<file path="config.mk">
export PLATFORM = sky130hd
export DESIGN_NAME = result_requant_reader_flat
export DESIGN_NICKNAME = d
export VERILOG_FILES = /design/src/rtl/result_requant_reader_if.sv /design/src/rtl/result_requant_reader.sv /design/src/flat_wrapper.sv
export SDC_FILE = /design/constraint.sdc
export NUM_CORES = 1
export LEC_CHECK = 0
export CELL_PAD_IN_SITES_DETAIL_PLACEMENT = 0
export CELL_PAD_IN_SITES_GLOBAL_PLACEMENT = 1
export CORE_AREA = 2 2 167 169
export DETAILED_ROUTE_END_ITERATION = 10
export DIE_AREA = 0 0 169 171
export GPL_ROUTABILITY_DRIVEN = 0
export PLACE_DENSITY_LB_ADDON = 0.12
export REMOVE_ABC_BUFFERS = 1
export SLEW_MARGIN = 10
export SYNTH_ARGS = -nofsm -noshare
export SYNTH_HDL_FRONTEND = slang
export SYNTH_SLANG_ARGS = --single-unit
</file>
<file path="constraint.sdc">
create_clock -name i_clk -period 6.81 [get_ports i_clk]
set_input_delay 2.043 -clock i_clk [delete_from_list [all_inputs] [get_ports i_clk]]
set_output_delay 2.043 -clock i_clk [all_outputs]
set_load 0.03 [all_outputs]
</file>
<file path="src/rtl/result_requant_reader_if.sv">
// result_requant_reader_if: BRAM port-B read bus and int8 output stream of the result reader
interface result_requant_reader_if #(
  parameter int ADDR_W = 10,
  parameter int DATA_W = 32,
  parameter int OUT_W  = 8
);
  logic              o_rd_en;
  logic [ADDR_W-1:0] o_rd_addr;
  logic [DATA_W-1:0] i_rd_data;
  logic [OUT_W-1:0]  o_data;
  logic              o_valid;
  logic              i_ready;
  logic              o_last;
  modport master (output o_rd_en, o_rd_addr, o_data, o_valid, o_last, input i_rd_data, i_ready);
  modport slave  (input o_rd_en, o_rd_addr, o_data, o_valid, o_last, output i_rd_data, i_ready);
endinterface

</file>
<file path="src/rtl/result_requant_reader.sv">
// result_requant_reader: drains the int32 result BRAM, requantizes to int8 and streams with credit-based backpressure
module result_requant_reader #(
  parameter int DEPTH  = 1024,
  parameter int ADDR_W = 10,
  parameter int DATA_W = 32,
  parameter int OUT_W  = 8,
  parameter int RD_LAT = 2,
  parameter int FIFO_D = 4
) (
  input  logic                     i_clk,
  input  logic                     i_arst,
  input  logic                     i_start,
  input  logic [4:0]               i_shift,
  result_requant_reader_if.master  bus,
  output logic                     o_busy,
  output logic                     o_done
);
  localparam int CW = $clog2(FIFO_D + 1);
  localparam int PW = (FIFO_D > 1) ? $clog2(FIFO_D) : 1;
  localparam logic signed [DATA_W:0] SMAX = (DATA_W+1)'((1 << (OUT_W - 1)) - 1);
  localparam logic signed [DATA_W:0] SMIN = ~SMAX;
  typedef enum logic [1:0] {IDLE, READ, DRAIN, DONE} state_t;
  state_t                  r_state, w_next;
  logic [ADDR_W-1:0]       r_addr, r_beat;
  logic [4:0]              r_shift;
  logic [RD_LAT-1:0]       r_vld;
  logic [CW-1:0]           r_inflight, r_cnt;
  logic [DATA_W-1:0]       r_mem [FIFO_D];
  logic [PW-1:0]           r_wp, r_rp;
  logic                    w_rd_en, w_push, w_pop, w_valid, w_last, w_last_issue;
  logic [CW:0]             w_occ;
  logic signed [DATA_W:0]  w_rnd, w_sum, w_t;
  assign w_occ        = (CW+1)'(r_inflight) + (CW+1)'(r_cnt);
  assign w_push       = r_vld[RD_LAT-1];
  assign w_valid      = r_cnt != '0;
  assign w_pop        = w_valid && bus.i_ready;
  assign w_last       = w_valid && r_beat == ADDR_W'(DEPTH - 1);
  assign w_last_issue = w_rd_en && r_addr == ADDR_W'(DEPTH - 1);
  assign bus.o_rd_en   = w_rd_en;
  assign bus.o_rd_addr = r_addr;
  assign bus.o_valid   = w_valid;
  assign bus.o_last    = w_last;
  // pass state register
  always_ff @(posedge i_clk or negedge i_arst)
    if (!i_arst) r_state <= IDLE;
    else r_state <= w_next;
  // pass sequencing: start, issue all reads, drain until last beat accepted, pulse done
  always_comb begin
    w_next = r_state;
    case (r_state)
      IDLE:    if (i_start) w_next = READ;
      READ:    if (w_last_issue) w_next = DRAIN;
      DRAIN:   if (w_pop && w_last) w_next = DONE;
      default: w_next = IDLE;
    endcase
  end
  // reads are issued only while outstanding data plus buffered data leaves room in the FIFO
  always_comb begin
    w_rd_en = r_state == READ && w_occ < (CW+1)'(FIFO_D);
    o_busy  = r_state != IDLE;
    o_done  = r_state == DONE;
  end
  // read address, beat counter, latched shift and return-data tagging
  always_ff @(posedge i_clk or negedge i_arst)
    if (!i_arst) begin
      r_addr     <= '0;
      r_beat     <= '0;
      r_shift    <= '0;
      r_vld      <= '0;
      r_inflight <= '0;
    end else begin
      if (r_state == IDLE && i_start) begin
        r_addr  <= '0;
        r_beat  <= '0;
        r_shift <= i_shift;
      end else begin
        if (w_rd_en && !w_last_issue) r_addr <= r_addr + ADDR_W'(1);
        if (w_pop) r_beat <= r_beat + ADDR_W'(1);
      end
      r_vld      <= (r_vld << 1) | RD_LAT'(w_rd_en);
      r_inflight <= r_inflight + CW'(w_rd_en) - CW'(w_push);
    end
  // return buffer storage
  always_ff @(posedge i_clk)
    if (w_push) r_mem[r_wp] <= bus.i_rd_data;
  // return buffer pointers and occupancy
  always_ff @(posedge i_clk or negedge i_arst)
    if (!i_arst) begin
      r_wp  <= '0;
      r_rp  <= '0;
      r_cnt <= '0;
    end else begin
      if (w_push) r_wp <= (r_wp == PW'(FIFO_D - 1)) ? '0 : r_wp + PW'(1);
      if (w_pop) r_rp <= (r_rp == PW'(FIFO_D - 1)) ? '0 : r_rp + PW'(1);
      r_cnt <= r_cnt + CW'(w_push) - CW'(w_pop);
    end
  // rounding shift in DATA_W+1 bits then saturation, applied to the FIFO head
  always_comb begin
    w_rnd      = (r_shift == '0) ? '0 : (DATA_W+1)'(1) << (r_shift - 5'd1);
    w_sum      = $signed({r_mem[r_rp][DATA_W-1], r_mem[r_rp]}) + w_rnd;
    w_t        = w_sum >>> r_shift;
    bus.o_data = !w_valid ? '0 : (w_t > SMAX) ? OUT_W'(SMAX) : (w_t < SMIN) ? OUT_W'(SMIN) : w_t[OUT_W-1:0];
  end
endmodule

</file>
<file path="src/flat_wrapper.sv">
// flat-port wrapper written by rule: the top's interface ports become plain ports
module result_requant_reader_flat 
#(
  parameter int DEPTH  = 1024,
  parameter int ADDR_W = 10,
  parameter int DATA_W = 32,
  parameter int OUT_W  = 8,
  parameter int RD_LAT = 2,
  parameter int FIFO_D = 4
)
  (i_clk, i_arst, i_start, i_shift, o_busy, o_done, bus_o_rd_en, bus_o_rd_addr, bus_o_data, bus_o_valid, bus_o_last, bus_i_rd_data, bus_i_ready);
  result_requant_reader_if #(.ADDR_W(ADDR_W), .DATA_W(DATA_W), .OUT_W(OUT_W)) bus_i ();
  input  logic i_clk;
  input  logic i_arst;
  input  logic i_start;
  input  logic [4:0] i_shift;
  output logic o_busy;
  output logic o_done;
  output wire logic [$bits(bus_i.o_rd_en)-1:0] bus_o_rd_en;
  output wire logic [$bits(bus_i.o_rd_addr)-1:0] bus_o_rd_addr;
  output wire logic [$bits(bus_i.o_data)-1:0] bus_o_data;
  output wire logic [$bits(bus_i.o_valid)-1:0] bus_o_valid;
  output wire logic [$bits(bus_i.o_last)-1:0] bus_o_last;
  input wire logic [$bits(bus_i.i_rd_data)-1:0] bus_i_rd_data;
  input wire logic [$bits(bus_i.i_ready)-1:0] bus_i_ready;
  assign bus_o_rd_en = bus_i.o_rd_en;
  assign bus_o_rd_addr = bus_i.o_rd_addr;
  assign bus_o_data = bus_i.o_data;
  assign bus_o_valid = bus_i.o_valid;
  assign bus_o_last = bus_i.o_last;
  assign bus_i.i_rd_data = bus_i_rd_data;
  assign bus_i.i_ready = bus_i_ready;
  result_requant_reader #(.DEPTH(DEPTH), .ADDR_W(ADDR_W), .DATA_W(DATA_W), .OUT_W(OUT_W), .RD_LAT(RD_LAT), .FIFO_D(FIFO_D)) u_core (.i_clk(i_clk), .i_arst(i_arst), .i_start(i_start), .i_shift(i_shift), .bus(bus_i), .o_busy(o_busy), .o_done(o_done));
endmodule
</file>
==> flow_summary_export.csv, run 1 <==
group,metric,value,unit
timing,slew_headroom,39.66,%
placement,pre_cts_ws,-0.5563,ns
worst_setup_path,worstSetupPathType,"reg2out",
cts,cts_buffers,17,
logic_synthesis,synth-async-reset-ratio,23.35,%
logic_synthesis,syn_inst,1187,
worst_setup_path,crit_path_end_kind,"output pin",
routing,finalWirelength,39590,um
worst_setup_path,start_kind,"flop",
placement,dp_hpwl,29600,um
timing,fin_worst_skew,0.008911,ns
timing,rsz0062_at_grt,"yes",
layout,seqCellArea,0.004821,mm^2
floorplanning,dieHeight,171,um
global_routing,antenna_found_initial,0,
logic_synthesis,syn_area_per_cell,9.896,um^2
global_routing,overflow,0,
routing,drc,0,
layout,fin_nets,1628,
power_and_ir_drop,leakagePower,6.402,nW
logic_synthesis,synth-edff-count,128,
power_and_ir_drop,ir_drop,0.1837,mV
routing,dr.pass1.iters,5,
cts,clk_pin_slew,0.07,ns
cts,htree_levels,4,
timing,period_needed,7.633,ns
layout,multi_input_area,0.007274,mm^2
timing,setup_slack,-0.8234,ns
cts,clk-insertion-delay-late,0.45,ns
logic_synthesis,synth_cell_types,90,
floorplanning,die-area,0.02890,mm^2
routing,drt_iter0_markers,1049,
cts,cts_root_buf,"clkbuf_16",
worst_hold_path,hold_path_class,"reg2reg",
floorplanning,pin_count,64,
floorplanning,fp-row-count,61,
placement,post_dp_cell_area,0.01487,mm^2
job,maxCapViolations,0,
layout,synthToLayoutAreaGrowth,41.24,%
routing,via_per_inst,5.896,
timing,fin_crit_sh,112.1,%
cts,tritoncts,"done",
global_routing,grt_pass1_wl,60920,um
routing,num_vias,11167,
placement,io_buffers,63,
layout,final_area,0.01659,mm^2
outcome,outcome,"finished, violations left",
global_routing,grt_pass1_vias,10772,
timing,fmax,131.0,MHz
power_and_ir_drop,power_density,341.9,mW/mm^2
logic_synthesis,syn-cell-area,0.01175,mm^2
layout,antenna-diode-count,0,
cts,clockBufferDepth,2,
outcome,violations,"negative setup slack",
worst_setup_path,worstPathMaxFanout,7,
timing,setup_violations,7,
logic_synthesis,synth-seq-cells,167,
routing,post_drt_wl_per_cell,20.90,um
logic_synthesis,yosysWarningCount,0,
layout,drive_gt1_share,36.50,%
floorplanning,start_util,42.99,%
cts,cts_sinks,167,
worst_setup_path,crit_required,4.77,ns
timing,worst_pin_slew,0.9052,ns
global_routing,gr-usage-all-layers,27.76,%
timing,drv_slew,0,
timing,hold_viol,0,
cts,hold_buffers,0,
logic_synthesis,ys.flop_type,"edfxtp_1",
global_routing,grt_max_degree,40,
worst_setup_path,critPathArrivalTime,5.59,ns
floorplanning,core_area,0.02732,mm^2
routing,ant_nets,0,
logic_synthesis,ys_seq_area_share,41.03,%
layout,fillCellCount,2304,
floorplanning,die_x,169,um
==> through the flow <==
stage / power [W] / utilization, % / cells / TNS [ns] / hold slack, ns
6_report: 0.005673 / 60.72 / 1894 / -5.700 / 0.3566
5_1_grt: 0.006005 / 60.72 / 1894 / -7.022 / 0.3667
4_1_cts: 0.005556 / 59.80 / 1890 / -4.879 / 0.3586
3_5_place_dp: 0.004185 / 54.41 / 1835 / -3.812 / 0.3428
3_3_place_gp: 0.004170 / 54.41 / 1835 / -3.325 / 0.3315
2_1_floorplan: 0.002784 / - / 1112 / -8.987 / 0.3312
==> power by group <==
| group | internal (W) | total (W) | switching (W) |
|---|---|---|---|
| Clock | 0.000556 | 0.00101 | 0.000449 |
| Combinational | 0.00177 | 0.00350 | 0.00174 |
| Sequential | 0.00113 | 0.00117 | 0.0000337 |
| Total | 0.00345 | 0.00567 | 0.00222 |
==> worst max-delay path: stages, from the launching register on <==
cell	delay, ns
dfrtp_1	0.42
buf_4	0.17
buf_4	0.13
nor2_1	0.15
nand2_1	0.25
nor2_1	0.26
ha_4	0.16
buf_4	0.12
nand2_1	0.09
buf_4	0.15
a21oi_1	0.21
o21ai_1	0.10
buf_4	0.17
a21o_1	0.21
and3_4	0.20
buf_4	0.14
nor3_4	0.18
nor2_1	0.07
mux4_2	0.53
a211o_1	0.31
o41a_1	0.44
o32a_4	0.37
o21bai_1	0.15
buf_4	0.17
==> cell type report <==
cell class | count | area share (%)
multi-input combinational | 909 | 43.85
timing repair buffer | 404 | 20.01
clock buffer | 17 | 2.564
clock inverter | 15 | 1.101
tap | 346 | 2.609
sequential | 167 | 29.06
inverter | 36 | 0.8145
==> cells in the mapped netlist, types with 11 or more instances <==
| cell | n | share of area [%] |
|---|---|---|
| o21a_1 | 13 | 0.83 |
| inv_1 | 33 | 1.1 |
| clkbuf_1 | 37 | 1.2 |
| xor2_1 | 17 | 1.3 |
| o211ai_1 | 31 | 2.0 |
| a21oi_1 | 75 | 3.2 |
| nand2_1 | 118 | 3.8 |
| nand3_1 | 30 | 1.3 |
| o21bai_1 | 14 | 0.89 |
| a211oi_1 | 11 | 0.70 |
| mux4_2 | 38 | 7.3 |
| nor2_1 | 122 | 3.9 |
| xnor2_1 | 16 | 1.2 |
| dfrtp_1 | 39 | 8.3 |
| nor3_1 | 32 | 1.4 |
| o21ai_0 | 60 | 2.6 |
| edfxtp_1 | 128 | 33 |
| a22oi_1 | 13 | 0.83 |
| ha_1 | 49 | 5.2 |
| a21o_1 | 15 | 0.96 |
| o31ai_1 | 11 | 0.70 |
| buf_1 | 13 | 0.42 |
| buf_2 | 19 | 0.81 |
| nand4_1 | 36 | 1.9 |
| and2_1 | 11 | 0.59 |
| mux2i_1 | 18 | 1.5 |
==> cells in the final DEF (no fill, tap or decap), types with 33 or more instances in the layout <==
cell type | netlist | final
buf_4 | 5 | 333
edfxtp_1 | 128 | 128
nor2_1 | 122 | 116
nand2_1 | 118 | 112
a21oi_1 | 75 | 54
clkdlybuf4s50_1 | 0 | 54
o21ai_0 | 60 | 49
mux4_2 | 38 | 38
dfrtp_1 | 39 | 38
nand4_1 | 36 | 36
inv_1 | 33 | 33
==> path summary, 6_finish.rpt <==
| path | from | slack (ns) | to | cells past startpoint |
|---|---|---|---|---|
| setup / recovery | u_core.r_shift[3] | -0.82 | bus_o_data[0] | 23 |
| hold / removal | u_core.r_vld[0] | 0.36 | u_core.r_vld[1] | 0 |
| setup reg to reg | u_core.r_cnt[0] | 3.32 | u_core.r_cnt[2] | 11 |
| hold reg to reg | u_core.r_vld[0] | 0.36 | u_core.r_vld[1] | 0 |
| max in group asynchronous | i_arst | 4.46 | u_core.r_rp[0] | 1 |
| min in group asynchronous | i_arst | 1.73 | u_core.r_state[0] | 1 |
==> per-layer routing <==
layer	global-route usage, %	vias up	wire length, um	share of wire (%)
met2	43.41	353	17910	45
met3	3.678	63	1940	4.9
met4	10.03	0	1126	2.8
li1	-	5305	-	-
met5	0	-	0	0
met1	39.71	5446	18610	47
==> timing repair <==
action / CTS / global route
gates cloned: 3 / 0
setup endpoints to repair: 7 / 7
resized for setup: 125 / 41
pin swaps: 32 / 31
hold endpoints to repair: 0 / 0
setup buffers: 20 / 5
==> state kept, by name, summed over array words and instances, names as in the netlist <==
register,flops
u_core.r_vld,2
u_core.r_cnt,3
u_core.bus.o_rd_addr,10
u_core.r_beat,10
u_core.r_shift,5
u_core.r_inflight,3
u_core.r_wp,2
u_core.r_mem,128
u_core.r_state,2
u_core.r_rp,2
==> logic make-up (layout without fill, tap and decap cells) <==
family,Yosys count,after routing,synth area share [%]
and+or+nand+nor,414,414,16.74
buffers and inverters,111,472,3.920
DFF,167,167,41.03
adders and majority gates,52,52,5.731
other,1,1,0.03193
xor gates and xnor gates,33,33,2.461
AOI/OAI and AO/OA,345,345,20.49
muxes,64,64,9.587
Power figures use the tool's default switching activity.
==> run 2, diff against run 1 <==
CORE_AREA = 2 2 163 165   (was 2 2 167 169)
DIE_AREA = 0 0 165 167   (was 0 0 169 171)
DONT_BUFFER_PORTS = 1   (was default)
SETUP_SLACK_MARGIN = 0.05   (was default)
==> run 2 against run 1 <==
  * The flow still finishes with violations (negative setup slack)
  * Combinational power decreased by 3%
  * Critical path depth down 1
  * Worst hold slack improved by 0.0018 ns
  * Fmax down 2.0%
  * Critical endpoint is now bus_o_data[1]
==> flow_summary_export.csv, run 2 (synthesized netlist as in run 1, its figures left out) <==
group,metric,value,unit
worst_setup_path,critPathArrivalTime,5.74,ns
cts,cts_sinks,167,
layout,final_area,0.01590,mm^2
timing,fin_crit_sh,114.3,%
cts,clk_pin_slew,0.08,ns
floorplanning,die-area,0.02756,mm^2
cts,cts_root_buf,"clkbuf_16",
timing,setup_slack,-0.9765,ns
worst_setup_path,worstPathMaxFanout,7,
layout,final_common_cell,"buf_4",
cts,htree_levels,4,
cts,clockBufferDepth,2,
layout,synthToLayoutAreaGrowth,35.35,%
timing,fmax,128.4,MHz
global_routing,grt_pass1_vias,10846,
outcome,violations,"negative setup slack",
routing,via_per_inst,6.070,
worst_hold_path,whs_endpoint,"u_core.r_vld[1]",
timing,drv_slew,0,
timing,fin_worst_skew,0.02276,ns
timing,hold_viol,0,
layout,antenna-diode-count,0,
placement,io_buffers,0,
layout,max_flop_register,"u_core.r_mem",
worst_setup_path,crit_required,4.77,ns
worst_hold_path,hold_path_class,"reg2reg",
global_routing,overflow,0,
global_routing,grt_pass1_wl,61950,um
power_and_ir_drop,leakagePower,6.243,nW
timing,period_needed,7.786,ns
floorplanning,fp-row-count,59,
timing,worst_pin_slew,1.133,ns
worst_setup_path,reg2regPathDepth,11,
layout,fin_nets,1579,
job,maxCapViolations,0,
worst_setup_path,worstReg2RegStart,"u_core.r_cnt[0]",
routing,finalWirelength,39870,um
layout,layout_common_cells,"buf_4 (340), edfxtp_1 (128), nor2_1 (117)",
cts,clk-insertion-delay-late,0.45,ns
floorplanning,core_area,0.02576,mm^2
worst_setup_path,reg2reg_slack,3.18,ns
global_routing,antenna_found_initial,0,
global_routing,grt_max_degree,40,
timing,rsz0062_at_grt,"yes",
floorplanning,pin_count,64,
worst_setup_path,worstSetupPathType,"reg2out",
cts,tritoncts,"done",
routing,drt_iter0_markers,947,
routing,num_vias,11132,
power_and_ir_drop,power_density,351.9,mW/mm^2
worst_hold_path,holdPathStages,0,
layout,drive_gt1_share,36.09,%
cts,cts_buffers,17,
power_and_ir_drop,finalPower,0.005595,W
floorplanning,start_util,45.59,%
layout,largest_reg_flops,128,
timing,setup_violations,7,
floorplanning,die_x,165,um
worst_hold_path,worstHoldStart,"u_core.r_vld[0]",
power_and_ir_drop,ir_drop,0.1812,mV
worst_setup_path,crit_path_end_kind,"output pin",
routing,ant_nets,0,
routing,post_drt_wl_per_cell,21.74,um
worst_setup_path,start_kind,"flop",
routing,drc,0,
timing,slew_headroom,24.48,%
outcome,outcome,"finished, violations left",
floorplanning,dieHeight,167,um
timing,hold-worst-slack,0.3585,ns
global_routing,gr-usage-all-layers,29.34,%
worst_setup_path,r2r_end,"u_core.r_cnt[2]",
routing,dr.pass1.iters,6,
placement,dp_hpwl,29070,um
placement,post_dp_cell_area,0.01441,mm^2
==> run 2: layout make-up <==
type / count / area (um^2)
clock buffers: 17 / 425.4
clock inverters: 15 / 197.7
fillers: 2118 / 9864
inverters: 36 / 135.1
multi-input cells: 909 / 7056
flip-flops and latches: 167 / 4821
well taps: 335 / 419.2
repair buffers: 355 / 2845
==> run 2: critical path: stages, from the launching register on <==
cell	delay, ns
dfrtp_2	0.46
buf_6	0.14
buf_4	0.15
mux4_2	0.33
ha_2	0.18
inv_1	0.05
fa_1	0.40
nand2b_4	0.18
a21o_4	0.24
a211oi_4	0.32
nor3_2	0.10
o41a_1	0.55
buf_4	0.20
nor2_4	0.11
a211oi_4	0.10
buf_6	0.16
o31ai_4	0.19
a21oi_2	0.05
or3_1	0.36
o41a_1	0.34
o32a_4	0.36
o21bai_1	0.16
buf_4	0.18
==> run 2: timing repair <==
item                       4_1_cts  5_1_grt
setup buffers                   14        7
gates cloned                     3        0
hold buffers                     0        0
pin swaps                       12       20
resized for setup               70       59
setup endpoints to repair        7        7
==> run 2: through the flow <==
stage | TNS [ns] | setup WS [ns] | cells | util, %
after floorplan | -8.987 | -1.286 | 1112 | -
after global placement | -3.707 | -0.5312 | 1779 | 55.93
after detailed placement | -3.405 | -0.4936 | 1779 | 55.93
after CTS | -5.619 | -0.8245 | 1828 | 60.54
after global routing | -7.779 | -1.135 | 1834 | 61.71
final | -6.733 | -0.9765 | 1834 | 61.71
==> run 2: per-layer routing <==
layer	up-vias	track usage, %	routed length, um
met3	65	3.761	2513
met1	5454	42.96	18120
li1	5188	-	-
met2	425	46.09	18360
met5	-	0	0
met4	0	7.561	875
==> run 2: worst max-delay path by stage <==
stage                                to         startpoint
after global placement    bus_o_data[0]     u_core.r_rp[0]
after global routing      bus_o_data[0]     u_core.r_rp[0]
final                     bus_o_data[1]     u_core.r_rp[0]
after floorplan           bus_o_data[0]  u_core.r_shift[2]
after detailed placement  bus_o_data[1]     u_core.r_rp[0]
after CTS                 bus_o_data[1]     u_core.r_rp[0]
==> run 2: report_power, final <==
part / internal (W) / leakage [nW] / switching [W]
Clock: 0.000507 / 0.297 / 0.000544
Combinational: 0.00168 / 4.36 / 0.00170
Sequential: 0.00113 / 1.58 / 0.0000351
Total: 0.00332 / 6.24 / 0.00228
==> run 3, diff against run 2 <==
ABC_AREA = 1   (was default)
CORE_AREA = 2 2 171 173   (was 2 2 163 165)
DIE_AREA = 0 0 173 175   (was 0 0 165 167)
==> run 3 against run 2 <==
  * Highest routed layer is now met5
  * Core utilization decreased by 7.7 points
  * Worst hold slack lost 0.0077 ns
  * The flow now finishes without violations
  * Via count is 1.0% higher
  * Critical path depth rose by 6
  * Critical path type unchanged
  * Cell count rose by 15%
==> flow_summary_export.csv, run 3 <==
group,metric,value,unit
logic_synthesis,netlist.area_leader.share,32.00,%
placement,dp_hpwl,27390,um
worst_setup_path,cp_top_family,"simple AND/OR/NAND/NOR gates",
layout,finalNonFillerCells,2108,
logic_synthesis,synth_cell_types,47,
logic_synthesis,synth-seq-cells,167,
global_routing,gr-usage-all-layers,24.15,%
worst_setup_path,start_kind,"flop",
layout,synthToLayoutAreaGrowth,27.71,%
worst_setup_path,cp_slowest_cell,"dfrtp_2",
worst_setup_path,worstPathMaxFanout,17,
layout,largest_reg_flops,128,
worst_setup_path,crit_path_end_kind,"output pin",
logic_synthesis,synth-async-reset-ratio,23.35,%
floorplanning,die_x,173,um
worst_hold_path,hold_path_class,"reg2reg",
placement,place_inst,2042,
outcome,outcome,"finished clean",
layout,fillCellCount,2760,
floorplanning,dieHeight,175,um
routing,drt_iter0_markers,813,
timing,drv_slew,0,
routing,finalWirelength,38160,um
routing,ant_nets,0,
floorplanning,start_util,42.31,%
floorplanning,fp-row-count,62,
timing,fin_worst_skew,0.01434,ns
layout,antenna-diode-count,0,
cts,tritoncts,"done",
floorplanning,core_area,0.02839,mm^2
job,maxCapViolations,0,
logic_synthesis,yosysWarningCount,0,
routing,post_drt_wl_per_cell,18.10,um
logic_synthesis,syn_area_per_cell,7.193,um^2
timing,rsz0062_at_grt,"yes",
worst_setup_path,critical_path.max_stage_delay,0.41,ns
layout,layout_common_cells,"nand2_1 (392), inv_1 (177), nand3_1 (154)",
routing,num_vias,11243,
logic_synthesis,syn-cell-area,0.01201,mm^2
timing,hold-worst-slack,0.3508,ns
timing,finalSetupTns,0,ns
cts,cts_sinks,167,
timing,hold_viol,0,
logic_synthesis,ys.flop_type,"edfxtp_1",
logic_synthesis,synthTopCellsByCount,"nand2_1 (470), nand3_1 (252), inv_1 (189)",
global_routing,grt_pass1_vias,10706,
logic_synthesis,synth-edff-count,128,
routing,via_per_inst,5.333,
worst_setup_path,crit_required,4.77,ns
logic_synthesis,synth.area.top_cells,"edfxtp_1 (32%), nand2_1 (15%), nand3_1 (11%), dfrtp_1 (8.1%), inv_1 (5.9%)",
cts,hold_buffers,0,
cts,cts_root_buf,"clkbuf_16",
global_routing,grt_max_degree,67,
layout,drive_gt1_share,28.13,%
worst_setup_path,critPathArrivalTime,4.60,ns
worst_setup_path,path_common_cell,"nand2_1",
timing,slew_headroom,24.94,%
floorplanning,die-area,0.03028,mm^2
routing,drc,0,
timing,worst_pin_slew,1.121,ns
global_routing,grt_pass1_wl,57190,um
timing,setup_violations,0,
floorplanning,pin_count,64,
worst_setup_path,critical_path_buf_inv_count,7,
cts,clk-insertion-delay-late,0.44,ns
timing,period_needed,6.639,ns
timing,fin_crit_sh,97.49,%
cts,htree_levels,4,
cts,clockBufferDepth,2,
placement,io_buffers,0,
worst_setup_path,worstSetupPathType,"reg2out",
layout,final_common_cell,"nand2_1",
layout,fin_nets,1804,
global_routing,antenna_found_initial,0,
logic_synthesis,ys_seq_area_share,40.13,%
global_routing,overflow,0,
cts,clk_pin_slew,0.06,ns
timing,fmax,150.6,MHz
layout,max_flop_register,"u_core.r_mem",
cts,cts_buffers,17,
worst_setup_path,reg2reg_slack,3.73,ns
logic_synthesis,yosysMostFrequentCell,"nand2_1",
logic_synthesis,syn_inst,1670,
logic_synthesis,yosysTopAreaCell,"edfxtp_1",
routing,dr.pass1.iters,5,
[run 3: routing by layer]
| layer | global-route usage, % | up-vias | routed length [um] |
|---|---|---|---|
| met5 | 0.9615 | - | 37 |
| met4 | 7.627 | 2 | 977 |
| met3 | 3.285 | 63 | 1604 |
| met2 | 40.90 | 259 | 18310 |
| met1 | 32.02 | 5336 | 17230 |
| li1 | - | 5583 | - |
[run 3: worst paths after layout]
| path | from | endpoint | cells past startpoint |
|---|---|---|---|
| min reg2reg | u_core.r_vld[0] | u_core.r_vld[1] | 0 |
| min in group asynchronous | i_arst | u_core.r_beat[9] | 0 |
| max reg2reg | u_core.r_cnt[2] | u_core.r_inflight[2] | 11 |
| max | u_core.r_rp[0] | bus_o_data[2] | 28 |
| min | u_core.r_vld[0] | u_core.r_vld[1] | 0 |
| max in group asynchronous | i_arst | u_core.r_shift[1] | 0 |
[run 3: cells by family after synthesis]
group / count (synthesis) / synth area share, %
fa+ha+maj: 52 / 5.604
other cells: 1 / 0.03122
compound gates: 180 / 8.240
simple gates: 988 / 36.32
flops: 167 / 40.13
buf+inv: 266 / 8.510
xor+xnor: 16 / 1.167
[run 3: what timing repair did]
action / in CTS / in global routing
gates cloned: 2 / 3
hold endpoints to repair: 0 / 0
pin swaps: 9 / 96
setup endpoints to repair: 7 / 7
gates resized for setup: 42 / 370
buffers inserted: 5 / 24
[run 3: per-stage QoR]
stage / area [um^2] / util [%] / setup WS, ns
after floorplan: 11760 / - / -0.6387
after CTS: 13480 / 47.48 / 0.05300
after global placement: 12640 / 44.52 / 0.1046
final: 15340 / 54.03 / 0.1710
after global routing: 15340 / 54.03 / -0.06664
after detailed placement: 12640 / 44.52 / 0.1142
[run 3: layout make-up]
type,instances,area [um^2],area share (%)
inverters,204,778.2,5.073
repair buffers,83,827.0,5.392
clock buffers,18,429.2,2.798
flip-flops and latches,167,4823,31.44
clock inverters,14,162.7,1.060
well taps,384,480.5,3.132
multi-input cells,1237,7831,51.05
repair inverters,1,7.507,0.04894
Power of run 3 is left out: the tool's default activity adds up to more than one toggle a clock period on the data nets, which glitch-free logic cannot reach.
